[src/rtl/cp0_pkg.sv]
// CP0 register addresses, sequencer state encoding and interrupt entrance vectors
// shared by the ID-stage interrupt sequencer and its users.
package cp0_pkg;

    localparam logic [4:0] CP0_DISABLE = 5'h16;
    localparam logic [4:0] CP0_MASK    = 5'h17;
    localparam logic [4:0] CP0_EPC     = 5'h0e;

    typedef enum logic [1:0] {
        ST_IDLE    = 2'd0,
        ST_ENTER   = 2'd1,
        ST_SERVICE = 2'd2,
        ST_RETURN  = 2'd3
    } seq_state_e;

    localparam logic [31:0] VEC2 = 32'h0000_0000;
    localparam logic [31:0] VEC1 = 32'h0000_0600;
    localparam logic [31:0] VEC0 = 32'h0000_0800;

    function automatic logic [31:0] irq_vector(input logic [1:0] idx);
        case (idx)
            2'd2:    irq_vector = VEC2;
            2'd1:    irq_vector = VEC1;
            default: irq_vector = VEC0;
        endcase
    endfunction

endpackage

[src/rtl/interrupt_sequencer_if.sv]
// ID-stage bus between the pipeline (master) and the interrupt sequencer (slave):
// instruction qualifiers, CP0 access and the PC redirect / ID flush back-channel.
interface interrupt_sequencer_if;

    logic        id_valid;
    logic        stall_ID;
    logic [31:0] pc_next_ID;
    logic        eret_ID;
    logic        mtc0_ID;
    logic        mfc0_ID;
    logic [4:0]  cp0_addr_ID;
    logic [31:0] cp0_wdata_ID;
    logic [31:0] cp0_rdata;
    logic        redirect_valid;
    logic [31:0] pc_redirect;
    logic        flush_ID;

    modport master (
        output id_valid, stall_ID, pc_next_ID, eret_ID, mtc0_ID, mfc0_ID,
               cp0_addr_ID, cp0_wdata_ID,
        input  cp0_rdata, redirect_valid, pc_redirect, flush_ID
    );

    modport slave (
        input  id_valid, stall_ID, pc_next_ID, eret_ID, mtc0_ID, mfc0_ID,
               cp0_addr_ID, cp0_wdata_ID,
        output cp0_rdata, redirect_valid, pc_redirect, flush_ID
    );

endinterface

[src/rtl/irq_sync_edge.sv]
// Per-bit 2-flop synchronizer followed by a registered rising-edge pulse; a rise
// sampled at edge N is presented as a one-cycle pulse after edge N+2.
module irq_sync_edge #(
    parameter int DATA_W = 3
) (
    input  logic              clk,
    input  logic              rst_ID,
    input  logic [DATA_W-1:0] irq_in,
    output logic [DATA_W-1:0] rise
);

    logic [DATA_W-1:0] sync_p0;
    logic [DATA_W-1:0] sync_p1;
    logic [DATA_W-1:0] sync_p2;

    always_ff @(posedge clk or posedge rst_ID) begin
        if (rst_ID) begin
            sync_p0 <= '0;
            sync_p1 <= '0;
            sync_p2 <= '0;
            rise    <= '0;
        end else begin
            sync_p0 <= irq_in;
            sync_p1 <= sync_p0;
            // p2 only remembers the previous synchronized level for edge detect
            sync_p2 <= sync_p1;
            rise    <= sync_p1 & ~sync_p2;
        end
    end

endmodule

[src/rtl/interrupt_sequencer.sv]
// ID-stage interrupt/CP0 controller: latches IO interrupts, serves mfc0/mtc0/eret and
// sequences entry/return redirects. Define NESTED_INT_EN for a 3-deep preemptive EPC stack.
module interrupt_sequencer
    import cp0_pkg::*;
(
    input  logic                   clk,
    input  logic                   rst_ID,
    input  logic [2:0]             irq_in,
    interrupt_sequencer_if.slave   id_bus,
    output logic                   int_take,
    output logic                   int_disable,
    output logic [2:0]             int_mask,
    output logic [2:0]             int_pending,
    output logic [31:0]            epc
);

    localparam logic [1:0] IDLE    = ST_IDLE;
    localparam logic [1:0] ENTER   = ST_ENTER;
    localparam logic [1:0] SERVICE = ST_SERVICE;
    localparam logic [1:0] RETURN  = ST_RETURN;

    logic [2:0] irq_rise;
    logic [2:0] elig;
    logic [2:0] pend_clr;
    logic [1:0] state;
    logic [1:0] state_nxt;
    logic [1:0] winner;
    logic [1:0] win_idx;
    logic       id_go;
    logic       take;
    logic       state_ok;
    logic       cp0_wr;
    logic       ret_done;
    logic       entry_sets_disable;

    irq_sync_edge #(.DATA_W(3)) u_irq_sync (
        .clk    (clk),
        .rst_ID (rst_ID),
        .irq_in (irq_in),
        .rise   (irq_rise)
    );

    assign id_go    = id_bus.id_valid && !id_bus.stall_ID;
    assign elig     = int_pending & int_mask;
    assign winner   = elig[2] ? 2'd2 : (elig[1] ? 2'd1 : 2'd0);
    // eret/mtc0 in ID change CP0 state, so the boundary is deferred past them
    assign take     = state_ok && !int_disable && (elig != 3'b000) && id_go
                      && !id_bus.eret_ID && !id_bus.mtc0_ID;
    assign cp0_wr   = id_bus.mtc0_ID && id_go && !id_bus.flush_ID;
    assign pend_clr = take ? (3'b001 << winner) : 3'b000;

`ifdef NESTED_INT_EN
    logic [31:0] epc_stk [0:2];
    logic [1:0]  lvl_stk [0:2];
    logic [1:0]  depth;
    logic [1:0]  top_idx;

    assign entry_sets_disable = 1'b0;
    assign top_idx  = (depth == 2'd0) ? 2'd0 : depth - 2'd1;
    assign state_ok = (state == IDLE)
                      || ((state == SERVICE) && (depth != 2'd3) && (winner > lvl_stk[top_idx]));
    assign ret_done = (depth == 2'd1);
    assign epc      = epc_stk[top_idx];

    always_ff @(posedge clk or posedge rst_ID) begin
        if (rst_ID) begin
            depth <= 2'd0;
            for (int i = 0; i < 3; i++) begin
                epc_stk[i] <= '0;
                lvl_stk[i] <= '0;
            end
        end else if (take) begin
            epc_stk[depth] <= id_bus.pc_next_ID;
            lvl_stk[depth] <= winner;
            depth          <= depth + 2'd1;
        end else if (state == RETURN) begin
            depth <= depth - 2'd1;
        end else if (cp0_wr && (id_bus.cp0_addr_ID == CP0_EPC)) begin
            epc_stk[top_idx] <= id_bus.cp0_wdata_ID;
        end
    end
`else
    logic [31:0] epc_q;

    assign entry_sets_disable = 1'b1;
    assign state_ok = (state == IDLE);
    assign ret_done = 1'b1;
    assign epc      = epc_q;

    always_ff @(posedge clk or posedge rst_ID) begin
        if (rst_ID) begin
            epc_q <= '0;
        end else if (take) begin
            epc_q <= id_bus.pc_next_ID;
        end else if (cp0_wr && (id_bus.cp0_addr_ID == CP0_EPC)) begin
            epc_q <= id_bus.cp0_wdata_ID;
        end
    end
`endif

    always_comb begin
        state_nxt = state;
        case (state)
            IDLE:    if (take) state_nxt = ENTER;
            ENTER:   state_nxt = SERVICE;
            SERVICE: begin
                if (take)                              state_nxt = ENTER;
                else if (id_bus.eret_ID && id_go)      state_nxt = RETURN;
            end
            RETURN:  state_nxt = ret_done ? IDLE : SERVICE;
        endcase
    end

    always_ff @(posedge clk or posedge rst_ID) begin
        if (rst_ID) begin
            state       <= IDLE;
            int_pending <= 3'b000;
            int_mask    <= 3'b000;
            int_disable <= 1'b1;
        end else begin
            state <= state_nxt;
            // a fresh edge on the bit being taken wins over its clear
            int_pending <= (int_pending & ~pend_clr) | irq_rise;
            if (cp0_wr && (id_bus.cp0_addr_ID == CP0_MASK)) begin
                int_mask <= id_bus.cp0_wdata_ID[2:0];
            end
            if (take && entry_sets_disable) begin
                int_disable <= 1'b1;
            end else if ((state == RETURN) && ret_done) begin
                int_disable <= 1'b0;
            end else if (cp0_wr && (id_bus.cp0_addr_ID == CP0_DISABLE)) begin
                int_disable <= id_bus.cp0_wdata_ID[0];
            end
        end
    end

    always_ff @(posedge clk) begin
        if (take) begin
            win_idx <= winner;
        end
    end

    assign int_take              = (state == ENTER);
    assign id_bus.redirect_valid = (state == ENTER) || (state == RETURN);
    assign id_bus.flush_ID       = (state == ENTER) || (state == RETURN);
    assign id_bus.pc_redirect    = (state == ENTER) ? irq_vector(win_idx) : epc;

    always_comb begin
        id_bus.cp0_rdata = '0;
        if (id_bus.mfc0_ID) begin
            case (id_bus.cp0_addr_ID)
                CP0_DISABLE: id_bus.cp0_rdata = {31'b0, int_disable};
                CP0_MASK:    id_bus.cp0_rdata = {29'b0, int_mask};
                CP0_EPC:     id_bus.cp0_rdata = epc;
                default:     id_bus.cp0_rdata = '0;
            endcase
        end
    end

endmodule

[src/flat_wrapper.sv]
// flat-port wrapper written by rule: the top's interface ports become plain ports
module interrupt_sequencer_flat import cp0_pkg::*;
  (clk, rst_ID, irq_in, int_take, int_disable, int_mask, int_pending, epc, id_bus_id_valid, id_bus_stall_ID, id_bus_pc_next_ID, id_bus_eret_ID, id_bus_mtc0_ID, id_bus_mfc0_ID, id_bus_cp0_addr_ID, id_bus_cp0_wdata_ID, id_bus_cp0_rdata, id_bus_redirect_valid, id_bus_pc_redirect, id_bus_flush_ID);
  interrupt_sequencer_if id_bus_i ();
  input  logic clk;
  input  logic rst_ID;
  input  logic [2:0] irq_in;
  output logic int_take;
  output logic int_disable;
  output logic [2:0] int_mask;
  output logic [2:0] int_pending;
  output logic [31:0] epc;
  input wire logic [$bits(id_bus_i.id_valid)-1:0] id_bus_id_valid;
  input wire logic [$bits(id_bus_i.stall_ID)-1:0] id_bus_stall_ID;
  input wire logic [$bits(id_bus_i.pc_next_ID)-1:0] id_bus_pc_next_ID;
  input wire logic [$bits(id_bus_i.eret_ID)-1:0] id_bus_eret_ID;
  input wire logic [$bits(id_bus_i.mtc0_ID)-1:0] id_bus_mtc0_ID;
  input wire logic [$bits(id_bus_i.mfc0_ID)-1:0] id_bus_mfc0_ID;
  input wire logic [$bits(id_bus_i.cp0_addr_ID)-1:0] id_bus_cp0_addr_ID;
  input wire logic [$bits(id_bus_i.cp0_wdata_ID)-1:0] id_bus_cp0_wdata_ID;
  output wire logic [$bits(id_bus_i.cp0_rdata)-1:0] id_bus_cp0_rdata;
  output wire logic [$bits(id_bus_i.redirect_valid)-1:0] id_bus_redirect_valid;
  output wire logic [$bits(id_bus_i.pc_redirect)-1:0] id_bus_pc_redirect;
  output wire logic [$bits(id_bus_i.flush_ID)-1:0] id_bus_flush_ID;
  assign id_bus_i.id_valid = id_bus_id_valid;
  assign id_bus_i.stall_ID = id_bus_stall_ID;
  assign id_bus_i.pc_next_ID = id_bus_pc_next_ID;
  assign id_bus_i.eret_ID = id_bus_eret_ID;
  assign id_bus_i.mtc0_ID = id_bus_mtc0_ID;
  assign id_bus_i.mfc0_ID = id_bus_mfc0_ID;
  assign id_bus_i.cp0_addr_ID = id_bus_cp0_addr_ID;
  assign id_bus_i.cp0_wdata_ID = id_bus_cp0_wdata_ID;
  assign id_bus_cp0_rdata = id_bus_i.cp0_rdata;
  assign id_bus_redirect_valid = id_bus_i.redirect_valid;
  assign id_bus_pc_redirect = id_bus_i.pc_redirect;
  assign id_bus_flush_ID = id_bus_i.flush_ID;
  interrupt_sequencer u_core (.clk(clk), .rst_ID(rst_ID), .irq_in(irq_in), .id_bus(id_bus_i), .int_take(int_take), .int_disable(int_disable), .int_mask(int_mask), .int_pending(int_pending), .epc(epc));
endmodule
[config.mk]
export PLATFORM = sky130hd
export DESIGN_NAME = interrupt_sequencer_flat
export DESIGN_NICKNAME = d
export VERILOG_FILES = /design/src/rtl/cp0_pkg.sv /design/src/rtl/interrupt_sequencer_if.sv /design/src/rtl/irq_sync_edge.sv /design/src/rtl/interrupt_sequencer.sv /design/src/flat_wrapper.sv
export SDC_FILE = /design/constraint.sdc
export NUM_CORES = 1
export LEC_CHECK = 0
export CORE_UTILIZATION = 60
export CTS_BUF_LIST = sky130_fd_sc_hd__clkbuf_8 sky130_fd_sc_hd__clkbuf_16
export CTS_CLUSTER_DIAMETER = 50
export DETAILED_ROUTE_END_ITERATION = 8
export DONT_BUFFER_PORTS = 1
export GPL_ROUTABILITY_DRIVEN = 0
export PLACE_DENSITY = 0.81
export SETUP_SLACK_MARGIN = 0.5
export SLEW_MARGIN = 20
export SYNTH_ARGS = -nofsm -noshare
export SYNTH_HDL_FRONTEND = slang
export SYNTH_HIERARCHICAL = 1
export SYNTH_SLANG_ARGS = --single-unit
[constraint.sdc]
create_clock -name clk -period 4.84 [get_ports clk]
set_clock_uncertainty 0.1 [all_clocks]
set_input_delay 0.968 -clock clk [delete_from_list [all_inputs] [get_ports clk]]
set_output_delay 0.968 -clock clk [all_outputs]
set_load 0.1 [all_outputs]
==> key figures, run 1 <==
Outcome
  • Status: completed

Timing
  • Part of the cycle the worst path needs: between 70% and 80%
  • RSZ-0062 raised after global routing: no
  • Hold Vio Cnt, Final: 0
  • Post-route setup slack: between 1 and 1.5 ns
  • Setup TNS Final: 0 ns
  • Pins over their slew limit: 0
  • Worst-margin pin slew: approximately 1.0 ns
  • Max Clock Freq: roughly 270 MHz
  • Min cycle time layout: around 3.7 ns
  • Final setup fails: 0
  • Max_slew headroom: 31.8%

Clock tree
  • # hold bufs at CTS: 0
  • Post-CTS setup buffer count: 0
  • Root buffer cell: clkbuf_8
  • CTS Buf Count: 5
  • Longest Clk Path Bufs: 2
  • Reg clk slew, reported paths: ~0.1 ns
  • CTS tree: built
  • Skew-Pair Late Insertion Delay: between 0.2 and 0.3 ns
  • Max H-tree Level: 2
  • Post-CTS resize count: 0
  • Clock sink total: 55

GRT
  • Remaining global-route overflow: 0
  • All-Layer GR Usage: about 26%
  • First-pass GRT wire length: 10,300 um
  • Maximum number of pins on one net before global-route repair: 42
  • Initial antenna violation count: 0
  • Vias in the first global route: 2,168

Setup path
  • CP startpoint: u_core/state[0]$_DFFE_PP0P_
  • Worst reg2reg endpoint: u_core/epc[11]$_DFFE_PP0P_
  • Reg-to-Reg Start: u_core/state[0]$_DFFE_PP0P_
  • Setup crit start kind: flop
  • FF-to-FF path depth: 5
  • Critical Path RT: roughly 3.8 ns
  • Crit end category: output pin
  • Arr. time, crit path: between 2 and 3 ns
  • CP Class: flop to output pin
  • CP Max Fanout: 24
  • Worst reg-to-reg setup slack: around 1.5 ns

Worst hold path
  • Worst Hold End: u_core/u_irq_sync/sync_p1[2]$_DFF_PP0_
  • Worst hold path class: flop to flop
  • Min-delay src: u_core/u_irq_sync/sync_p0[2]$_DFF_PP0_
  • Worst hold path cell count: 0

Logic synthesis
  • Mapped cell area: ~0.0030 sq mm
  • Mapped Nets: between 300 and 400
  • Mean Syn Cell Area: roughly 12 sq um
  • Warnings, synthesis: 6
  • Synth area leaders: dfrtp_1, mux2_2, and2_1, and3_1, mux2_1
  • Register bit total from synthesis: 55
  • Cell taking the most area after synthesis: dfrtp_1
  • Register area share after synthesis: a little under half
  • Top-area cell type share of the netlist area: a little over two fifths
  • Number of distinct library cells after synthesis: 34
  • Synth Instances: approximately 250

Cells and area
  • Final instance area: around 0.0036 sq mm
  • Share of layout cells above drive strength 1: 48.8%
  • Synthesis-to-finish area growth: 22.6%
  • # diodes: 0
  • Core Util, Final: 76.6%
  • Nets@finish: about 400

Power
  • LEAKAGE: 1.85 nW
  • Maximum vdd drop: 0.448 mV
  • Combinational power share: 39.4%
  • Clock share of power: under 10%
  • Seq pwr share: between 50% and 60%
  • Net Sw Frac: about two thirds
  • Net Sw Power: 1.66 mW
  • Pwr per Cell Area: between 700 and 800 mW/mm^2
  • Final total power: about 2.6 mW
  • Internal: 894 uW

Routing
  • Routed length per instance: between 15 and 20 um
  • DR vias/cell: 5.75
  • Final wirelength: between 7000 and 8000 um
  • DRC: 0
  • DR iter-0 viols: 97
  • DRT antenna net count: 0
  • Vias: about 2.2k
  • First drt pass iteration count: 4

Placement
  • Detailed Place HPWL: roughly 5200 um
  • Dpl ws: about 1.4 ns
  • Placed Area: 0.00355 sq mm
  • IO buf count: 0

Floorplan
  • Initial Util: 62.5%
  • Die ar.: 0.00524 sq mm
  • Site Rows: 25
  • IO Pins: between 150 and 200
  • Die width: slightly above 70 um
  • Die H: about 72 um
  • Core area: roughly 0.0048 sq mm

Job
  • Total of max-cap violations: 0
==> cell usage after synthesis <==
cell,instances
clkbuf_1,10
mux2_2,61
or4_4,1
dfstp_2,1
a21oi_1,2
ha_1,1
edfxtp_1,2
nor3b_1,1
and3_1,29
nand4b_1,1
or3b_1,1
a222oi_1,1
nor3_4,1
nand2b_1,2
nor2b_1,3
nand2_1,14
a22oi_1,2
o21a_1,1
buf_6,3
dfrtp_1,52
xor2_1,1
buf_2,3
a31o_2,1
mux2_1,7
nor3_1,1
nor2_1,4
nand3_1,2
nor2b_4,3
inv_1,6
and2_1,29
nor4b_1,2
a21o_1,4
mux2i_1,1
buf_4,1
==> sequential cells by signal (all words and copies together) (netlist names) <==
signal / cells
u_core/state: 2
u_core/win_idx: 2
u_core/int_pending: 3
u_core/int_disable: 1
u_core/u_irq_sync/sync_p2: 3
u_core/u_irq_sync/sync_p0: 3
u_core/u_irq_sync/sync_p1: 3
u_core/u_irq_sync/rise: 3
u_core/epc: 32
u_core/int_mask: 3
==> worst max-delay path, stage by stage (launching register included) <==
cell      delay [ns]
dfrtp_2         1.06
nand2b_1        0.42
buf_4           0.33
inv_1           0.10
nand2_1         0.08
nand2_1         0.07
buf_4           0.29
==> worst max path at each step <==
stage / to / slack, ns / cells past startpoint
finish: id_bus_pc_redirect[9] / 1.11 / 6
global route: id_bus_pc_redirect[9] / 0.89 / 6
CTS: id_bus_pc_redirect[9] / 1.10 / 6
detailed placement: id_bus_pc_redirect[9] / 1.45 / 6
global placement: id_bus_pc_redirect[9] / 1.49 / 6
floorplan: id_bus_cp0_rdata[2] / 0.65 / 5
==> power by group through the flow <==
stage / clock (mW) / combinational (mW) / sequential [mW]
2_1_floorplan: 0 / 0.839 / 1.27
3_3_place_gp: 0 / 0.998 / 1.30
3_5_place_dp: 0 / 1.01 / 1.30
4_1_cts: 0.260 / 1.01 / 1.30
5_1_grt: 0.278 / 1.03 / 1.31
6_report: 0.252 / 1.00 / 1.29
==> cells by family after synthesis <==
| group | share of synthesized area, % |
|---|---|
| fa+ha+maj | 0.421 |
| compound gates | 2.74 |
| mux | 26.1 |
| flops | 46.7 |
| xor+xnor | 0.295 |
| simple gates | 19.8 |
| buf+inv | 3.92 |
==> per-layer routing <==
layer  GRT usage, %  up-vias  part of all wire (%)  wire (um)
met5              0        -                     0          0
met1           31.5     1080                    40       2840
met3           6.94        4                   7.2        508
li1               -     1015                     -          -
met2           46.7      126                    52       3630
met4           4.79        0                  0.58         41
==> cell type report <==
type / instances / area, sq um
repair buffers: 75 / 576
clock inverters: 3 / 22.5
fillers: 336 / 1110
inverters: 6 / 22.5
well taps: 67 / 83.8
clock buffers: 5 / 68.8
multi-input cells: 176 / 1480
flip-flops and latches: 55 / 1390
==> through the flow <==
step,instances,hold WS (ns)
after CTS,387,0.259
after global routing,387,0.275
final,387,0.256
after floorplan,254,0.231
after global placement,379,0.234
after detailed placement,379,0.235
==> cell usage in the layout (no fill, tap or decap), types with 2 or more instances in the layout <==
| master | synthesis | layout |
|---|---|---|
| dfrtp_1 | 52 | 51 |
| edfxtp_1 | 2 | 2 |
| a22oi_1 | 2 | 2 |
| nand2b_1 | 2 | 2 |
| nor2b_4 | 3 | 3 |
| nor2b_2 | 0 | 3 |
| a21o_1 | 4 | 4 |
| a21oi_1 | 2 | 2 |
| clkbuf_8 | 0 | 5 |
| mux2_1 | 7 | 7 |
| nor2_1 | 4 | 4 |
| inv_1 | 6 | 5 |
| and2_1 | 29 | 29 |
| buf_4 | 1 | 74 |
| nand3_1 | 2 | 2 |
| nand2_1 | 14 | 14 |
| and3_1 | 29 | 29 |
| inv_6 | 0 | 2 |
| nor4b_1 | 2 | 2 |
| mux2_2 | 61 | 61 |
Power figures use the tool's default switching activity.
==> run 2: changes to the inputs <==
--- a/config.mk
+++ b/config.mk
@@ -5,6 +5,8 @@
 export SDC_FILE = /design/constraint.sdc
 export NUM_CORES = 1
 export LEC_CHECK = 0
+export ABC_AREA = 1
+export CORE_ASPECT_RATIO = 1.4
 export CORE_UTILIZATION = 60
 export CTS_BUF_LIST = sky130_fd_sc_hd__clkbuf_8 sky130_fd_sc_hd__clkbuf_16
 export CTS_CLUSTER_DIAMETER = 50
==> constraint.sdc (replaced) <==
create_clock -name clk -period 3.7 [get_ports clk]
set_clock_uncertainty 0.1 [all_clocks]
set_input_delay 0.74 -clock clk [delete_from_list [all_inputs] [get_ports clk]]
set_output_delay 0.74 -clock clk [all_outputs]
set_load 0.1 [all_outputs]
==> key figures, run 2 <==
Logic synthesis
  • Simple-Gate Fraction of Synth Area: 35.7% (+16 points)
  • Register bit total from synthesis: 55 (unchanged)
  • EDFF count, synth: 2 (unchanged)
  • Number of distinct library cells after synthesis: 22 (-35%)
  • Cell taking the most area after synthesis: dfrtp_1
  • Primary FF master, synth: dfrtp_1
  • Largest family of logic cells by synthesized area: simple AND/OR/NAND/NOR gates
  • Mux contribution to synthesized area: 0% (-26 points)
  • Post-Synth XOR/XNOR Area: 0% (-0.29 points)
  • Synth area leaders: dfrtp_1, nand2_1, inv_1, nand3_1, nor2_1
  • Asr flop ratio synth: 96.4% (unchanged)
  • Mean Syn Cell Area: 6.58 sq um (-44%)
  • Top-area cell type share of the netlist area: 40.6% (-3.2 points)
  • Most frequent cells after synthesis: nand2_1, inv_1, nand3_1, nor2_1, dfrtp_1
  • Warnings, synthesis: 6 (unchanged)
  • Synth Area in Adders: 0.390% (-0.031 points)
  • Synth Instances: 487 (+92%)
  • Register area share after synthesis: 43.3% (-3.4 points)
  • Mapped Nets: 567 (+70%)
  • Post-synthesis compound-gate area fraction: 2.34% (-0.40 points)
  • Mapped cell area: 0.00321 sq mm (+8.0%)
  • Cell with the most instances after synthesis: nand2_1

Timing
  • Max_slew headroom: 45.5% (+14 points)
  • Pins over their slew limit: 0 (unchanged)
  • RSZ-0062 raised after global routing: no
  • Worst hold margin: 0.198 ns (-0.0579 ns)
  • Min cycle time layout: around 3 ns
  • Max Clock Freq: approximately 330 MHz
  • Part of the cycle the worst path needs: approximately 81%
  • Final setup fails: 0 (unchanged)
  • Post-route setup slack: 0.709 ns (-0.401 ns)
  • Worst-margin pin slew: 0.816 ns (-0.207 ns)
  • Setup TNS Final: 0 ns (unchanged)
  • Hold Vio Cnt, Final: 0 (unchanged)

Cells and area
  • Nets@finish: 658 (+65%)
  • Synthesis-to-finish area growth: 34.4%
  • Max reg flops: 32 (unchanged)
  • Multi-input logic area: 0.00141 sq mm (-4.8%)
  • Most common cell after layout, fill and taps aside: nand2_1
  • FF+latch area: 0.00139 sq mm (unchanged)
  • Final instance area: 0.00431 sq mm (+18%)
  • Fillers: 316 (-6.0%)
  • Share of layout cells above drive strength 1: 33.5% (-15 points)
  • Most frequent cells in the layout: nand2_1, inv_1, buf_4
  • # diodes: 0 (unchanged)

Placement
  • Placed Area: 0.00419 sq mm (+18%)
  • IO buf count: 0 (unchanged)
  • Dpl ws: 0.757 ns (-0.689 ns)
  • Detailed Place HPWL: 6980 um (+34%)

Clock tree
  • Longest Clk Path Bufs: 2 (unchanged)
  • Reg clk slew, reported paths: 0.11 ns (about the same)
  • Post-CTS resize count: 0 (unchanged)
  • Post-CTS setup buffer count: 0 (unchanged)
  • CTS Buf Count: 5 (unchanged)
  • CTS tree: built
  • Root buffer cell: clkbuf_8
  • Max H-tree Level: 2 (unchanged)
  • Clock sink total: 55 (unchanged)
  • # hold bufs at CTS: 0 (unchanged)
  • Skew-Pair Late Insertion Delay: 0.31 ns (+0.02 ns)

Setup path
  • FF-to-FF path depth: 8 (+3)
  • Reg-to-Reg Start: u_core/int_disable$_DFFE_PP1P_
  • Setup crit start kind: input port
  • Worst reg-to-reg setup slack: 1.11 ns (-0.38 ns)
  • CP Max Fanout: 20 (-17%)
  • Critical Path RT: 2.86 ns (-0.91 ns)
  • Crit end category: output pin
  • CP Class: input port to output pin
  • Arr. time, crit path: 2.15 ns (-0.51 ns)
  • Worst reg2reg endpoint: u_core/epc[17]$_DFFE_PP0P_

GRT
  • Remaining global-route overflow: 0 (unchanged)
  • Maximum number of pins on one net before global-route repair: 42 (unchanged)
  • Initial antenna violation count: 0 (unchanged)
  • First-pass GRT wire length: 14,400 um (+40%)
  • All-Layer GR Usage: 33.1% (+7.2 points)
  • Vias in the first global route: 3,206 (+48%)

Routing
  • Routed length per instance: 14.6 um (-20%)
  • DRC: 0 (unchanged)
  • DRT antenna net count: 0 (unchanged)
  • Final wirelength: 9420 um (+34%)
  • DR iter-0 viols: 245 (+150%)
  • DR vias/cell: 5.33 (-7.3%)
  • First drt pass iteration count: 5 (+1)
  • Vias: 3,437 (+54%)

Power
  • LEAKAGE: 2.48 nW (+34%)
  • Pwr per Cell Area: 854 mW/mm^2 (+22%)
  • Maximum vdd drop: 0.639 mV (+43%)

Floorplan
  • Die H: 88.5 um (+22%)
  • Die ar.: 0.00564 sq mm (+7.8%)
  • Site Rows: 31 (+24%)
  • Initial Util: 62.2% (-0.31 points)
  • Core area: 0.00516 sq mm (+8.5%)
  • IO Pins: 185 (unchanged)
  • Die width: 63.8 um (-12%)

Job
  • Total of max-cap violations: 0 (unchanged)

Outcome
  • Status: completed

Worst hold path
  • Worst hold path class: input port to async pin
==> run 2: cell count changes after synthesis, moves of 7 or more <==
| cell | previous run | this run |
|---|---|---|
| nand2_1 | 14 | 127 |
| inv_1 | 6 | 118 |
| nand3_1 | 2 | 70 |
| nor2_1 | 4 | 67 |
| mux2_2 | 61 | 0 |
| and2_1 | 29 | 0 |
| and3_1 | 29 | 0 |
| buf_2 | 3 | 11 |
| o21ai_0 | 0 | 8 |
| mux2_1 | 7 | 0 |
==> run 2: kinds of logic after synthesis <==
logic type,Yosys count
simple gates,273
buf+inv,144
fa+ha+maj,1
compound gates,14
flops,55
==> run 2: layout make-up <==
class                           instances  share of cell area [%]
Sequential cell                        55                    32.2
Timing Repair Buffer                  108                    20.0
Multi-Input combinational cell        288                    32.7
Inverter                              120                    10.5
Clock buffer                            5                    1.60
Tap cell                               66                    1.92
Clock inverter                          3                    1.16
==> run 2: report_power, final <==
part / leakage [nW] / internal [mW] / total [mW] / switching [mW]
registers: 0.692 / 0.726 / 0.808 / 0.0820
logic: 1.72 / 0.435 / 2.45 / 2.02
clock network: 0.0607 / 0.209 / 0.419 / 0.210
total: 2.48 / 1.37 / 3.68 / 2.31
==> run 2: metrics by stage <==
stage	power, mW	cells	utilization [%]
after floorplan	2.72	487	-
after global placement	3.22	637	81.2
after detailed placement	3.27	637	81.2
after CTS	3.68	645	83.5
after global routing	3.79	645	83.5
final	3.68	645	83.5
==> run 2: worst max-delay path by stage <==
| stage | end | start |
|---|---|---|
| after detailed placement | id_bus_cp0_rdata[2] | id_bus_cp0_addr_ID[0] |
| after global placement | id_bus_cp0_rdata[2] | id_bus_cp0_addr_ID[0] |
| after floorplan | id_bus_cp0_rdata[10] | id_bus_cp0_addr_ID[0] |
| final | id_bus_cp0_rdata[2] | id_bus_cp0_addr_ID[0] |
| after global routing | id_bus_cp0_rdata[2] | id_bus_cp0_addr_ID[0] |
| after CTS | id_bus_cp0_rdata[0] | u_core/int_disable$_DFFE_PP1P_ |
==> run 2: layer usage <==
layer | part of all wire, % | vias to the layer above | global-route usage [%] | routed length (um)
li1 | - | 1595 | - | -
met2 | 54 | 205 | 62.6 | 5120
met1 | 35 | 1612 | 36.0 | 3320
met3 | 7.9 | 25 | 6.44 | 740
met5 | 0 | - | 0 | 0
met4 | 2.4 | 0 | 13.6 | 229
==> run 2: critical path, cell delays in order <==
cell     delay, ns
inv_1         0.03
nand2_1       0.05
nor2_1        0.24
nand2_2       0.27
buf_4         0.33
o21ai_2       0.15
buf_4         0.30
==> run 3: changes to the inputs <==
--- a/config.mk
+++ b/config.mk
@@ -5,8 +5,7 @@
 export SDC_FILE = /design/constraint.sdc
 export NUM_CORES = 1
 export LEC_CHECK = 0
-export ABC_AREA = 1
-export CORE_ASPECT_RATIO = 1.4
+export ABC_AREA = 0
 export CORE_UTILIZATION = 60
 export CTS_BUF_LIST = sky130_fd_sc_hd__clkbuf_8 sky130_fd_sc_hd__clkbuf_16
 export CTS_CLUSTER_DIAMETER = 50
==> constraint.sdc (replaced) <==
create_clock -name clk -period 2.8 [get_ports clk]
set_clock_uncertainty 0.1 [all_clocks]
set_input_delay 0.56 -clock clk [delete_from_list [all_inputs] [get_ports clk]]
set_output_delay 0.56 -clock clk [all_outputs]
set_load 0.1 [all_outputs]
==> key figures, run 3 <==
Outcome
  • Stop Error: [ERROR DPL-0038] Utilization greater than 100%, impossible to legalize
  • Stopped at: clock tree synthesis
  • Status: stopped before the end

Floorplan
  • IO Pins: 185 (unchanged)
  • Die H: 72.4 um (-18%)
  • Die width: 72.4 um (+13%)
  • Site Rows: 25 (-19%)
  • Initial Util: 62.5% (+0.31 points)

Clock tree
  • Longest Clk Path Bufs: 2 (unchanged)
  • Clock sink total: 55 (unchanged)
  • Post-CTS setup buffer count: 12 (+12)
  • Post-CTS resize count: 56 (+56)
  • # hold bufs at CTS: 0 (unchanged)
  • CTS Buf Count: 5 (unchanged)
  • Root buffer cell: clkbuf_8
  • Max H-tree Level: 2 (unchanged)

Logic synthesis
  • Primary FF master, synth: dfrtp_1
  • Warnings, synthesis: 6 (unchanged)
  • Mapped Nets: 334 (-41%)
  • Register area share after synthesis: 46.7% (+3.4 points)
  • Mean Syn Cell Area: 11.7 sq um (+78%)
  • Most frequent cells after synthesis: mux2_2, dfrtp_1, and2_1, and3_1, nand2_1
  • Number of distinct library cells after synthesis: 34 (+55%)
  • Cell with the most instances after synthesis: mux2_2
  • Cell taking the most area after synthesis: dfrtp_1
  • Top-area cell type share of the netlist area: 43.8% (+3.2 points)
  • Register bit total from synthesis: 55 (unchanged)
  • Mapped cell area: 0.00297 sq mm (-7.4%)
  • Synth Instances: 254 (-48%)
  • Asr flop ratio synth: 96.4% (unchanged)
  • Synth area leaders: dfrtp_1, mux2_2, and2_1, and3_1, mux2_1
  • EDFF count, synth: 2 (unchanged)

Placement
  • Cells after DPL: 395 (-38%)
  • Dpl ws: 0.210 ns (-0.547 ns)
  • IO buf count: 0 (unchanged)
  • Detailed Place HPWL: 7360 um (+5.3%)
[run 3: logic make-up after synthesis]
logic type,after synthesis,synth area share (%)
flip-flops,55,46.7
multiplexers,69,26.1
AND/OR/NAND/NOR,94,19.8
AO/OA/AOI/OAI,11,2.74
adder cells (fa/ha/maj),1,0.421
XOR/XNOR,1,0.295
buffers and inverters,23,3.92
[run 3: stage by stage]
step           hold slack (ns)  cell area (sq um)  util [%]
2_1_floorplan            0.231               3200         -
3_3_place_gp             0.232               4340      91.3
3_5_place_dp             0.239               4340      91.3
==> run 4: changes to the inputs <==
--- a/config.mk
+++ b/config.mk
@@ -6,14 +6,11 @@
 export NUM_CORES = 1
 export LEC_CHECK = 0
 export ABC_AREA = 0
-export CORE_UTILIZATION = 60
-export CTS_BUF_LIST = sky130_fd_sc_hd__clkbuf_8 sky130_fd_sc_hd__clkbuf_16
-export CTS_CLUSTER_DIAMETER = 50
+export CORE_UTILIZATION = 40
 export DETAILED_ROUTE_END_ITERATION = 8
 export DONT_BUFFER_PORTS = 1
 export GPL_ROUTABILITY_DRIVEN = 0
-export PLACE_DENSITY = 0.81
-export SETUP_SLACK_MARGIN = 0.5
+export PLACE_DENSITY_LB_ADDON = 0.15
 export SLEW_MARGIN = 20
 export SYNTH_ARGS = -nofsm -noshare
 export SYNTH_HDL_FRONTEND = slang
==> key figures, run 4 (synthesized netlist as in run 1, its figures left out) <==
Setup path
  • Arr. time, crit path: around 1.8 ns
  • CP Class: flop to output pin
  • CP Max Fanout: 22
  • Setup crit start kind: flop
  • Crit end category: output pin
  • Critical Path RT: 2.14 ns

Cells and area
  • Nets@finish: 435
  • Most common cell after layout, fill and taps aside: buf_12
  • Max reg flops: 32
  • Core Util, Final: 66.2%
  • Synthesis-to-finish area growth: 60.8%
  • Non-Filler Instances: approximately 460
  • Fillers: between 500 and 600
  • Share of layout cells above drive strength 1: about 54%
  • # diodes: 0
  • Most frequent cells in the layout: buf_12, mux2_2, dfrtp_1
  • Final instance area: roughly 0.0048 sq mm

Routing
  • Final wirelength: 8060 um
  • First drt pass iteration count: 4
  • DR vias/cell: between 5 and 6
  • DR iter-0 viols: between 70 and 80
  • DRC: 0
  • DRT antenna net count: 0
  • Routed length per instance: between 15 and 20 um
  • Vias: between 2k and 2.5k

Floorplan
  • Initial Util: 41.2% (-21 points)
  • Die H: 88.2 um (+22%)
  • Core area: 0.00721 sq mm
  • Site Rows: 31 (+24%)
  • Die width: 88.2 um (+22%)
  • Die ar.: between 0.007 and 0.008 sq mm
  • IO Pins: 185 (unchanged)

Clock tree
  • Post-CTS setup buffer count: 0 (-12)
  • Longest Clk Path Bufs: 2 (unchanged)
  • Root buffer cell: clkbuf_8
  • CTS Buf Count: 5 (unchanged)
  • Post-CTS resize count: 0 (-100%)
  • Max H-tree Level: 2 (unchanged)
  • CTS tree: built
  • # hold bufs at CTS: 0 (unchanged)
  • Reg clk slew, reported paths: 0.10 ns
  • Clock sink total: 55 (unchanged)
  • Skew-Pair Late Insertion Delay: roughly 0.31 ns

Placement
  • Placed Area: 0.00467 sq mm (+7.6%)
  • IO buf count: 0 (unchanged)
  • Detailed Place HPWL: 6310 um (-14%)
  • Cells after DPL: 447 (+13%)

Timing
  • Part of the cycle the worst path needs: 87.9%
  • Worst hold margin: approximately 0.0096 ns
  • Final setup fails: 0
  • Worst-margin pin slew: between 0.8 and 0.9 ns
  • Min cycle time layout: between 2 and 2.5 ns
  • RSZ-0062 raised after global routing: no
  • Hold Vio Cnt, Final: 0
  • Pins over their slew limit: 0
  • Max Clock Freq: just over 400 MHz
  • Max_slew headroom: a little over two fifths

GRT
  • Remaining global-route overflow: 0
  • Maximum number of pins on one net before global-route repair: between 40 and 50
  • Vias in the first global route: 2,240
  • First-pass GRT wire length: 12,000 um
  • Initial antenna violation count: 0
  • All-Layer GR Usage: between 20% and 30%

Power
  • Pwr per Cell Area: around 1100 mW/mm^2
  • Maximum vdd drop: 0.600 mV
  • Final total power: between 5 and 6 mW
  • LEAKAGE: ~2.2 nW

Outcome
  • Status: completed

Worst hold path
  • Worst hold path class: input port to async pin

Job
  • Total of max-cap violations: 0
run 4: area by class of cell:
| type | instances | area [sq um] | area share [%] |
|---|---|---|---|
| Timing Repair Buffer | 111 | 1660 | 34.7 |
| Multi-Input combinational cell | 176 | 1480 | 31.0 |
| Tap cell | 99 | 124 | 2.59 |
| Sequential cell | 55 | 1390 | 29.1 |
| Clock inverter | 3 | 33.8 | 0.707 |
| Inverter | 6 | 22.5 | 0.472 |
| Clock buffer | 5 | 68.8 | 1.44 |
run 4: path summary, 6_finish.rpt:
check / from / endpoint / slack [ns] / depth (start not counted)
min in group clk: irq_in[2] / u_core/u_irq_sync/sync_p0[2]$_DFF_PP0_ / 0.17 / 0
worst min-delay path: rst_ID / u_core/u_irq_sync/sync_p0[1]$_DFF_PP0_ / 0.01 / 1
worst max-delay path: u_core/state[1]$_DFFE_PP0P_ / id_bus_pc_redirect[20] / 0.34 / 4
max in group asynchronous: rst_ID / u_core/state[0]$_DFFE_PP0P_ / 1.81 / 1
worst min register to register: u_core/u_irq_sync/sync_p0[0]$_DFF_PP0_ / u_core/u_irq_sync/sync_p1[0]$_DFF_PP0_ / 0.26 / 0
worst max register to register: u_core/state[1]$_DFFE_PP0P_ / u_core/epc[18]$_DFFE_PP0P_ / 0.45 / 5
run 4: critical path, cell delays in order, from the launching register on:
cell and delay [ns]:
dfrtp_1 0.44, nand2b_1 0.45, buf_12 0.22, and2_1 0.19
buf_12 0.18
run 4: routing by layer:
metal	vias up	global-route usage [%]	wire length, um
li1	1087	-	-
met1	1112	24.8	3150
met2	98	36.9	4260
met3	2	5.66	621
met4	0	5.13	32
met5	-	0	0
run 4: stage by stage:
stage               setup slack, ns  TNS [ns]
finish                        0.339         0
CTS                           0.299         0
floorplan                   -0.0666   -0.0666
global route                  0.172         0
detailed placement            0.417         0
global placement              0.451         0
run 4: report_power, final:
| group | internal, mW | total, mW | switching, mW |
|---|---|---|---|
| Combinational | 0.966 | 3.58 | 2.61 |
| Sequential | 0.968 | 1.08 | 0.114 |
| Clock | 0.188 | 0.459 | 0.270 |
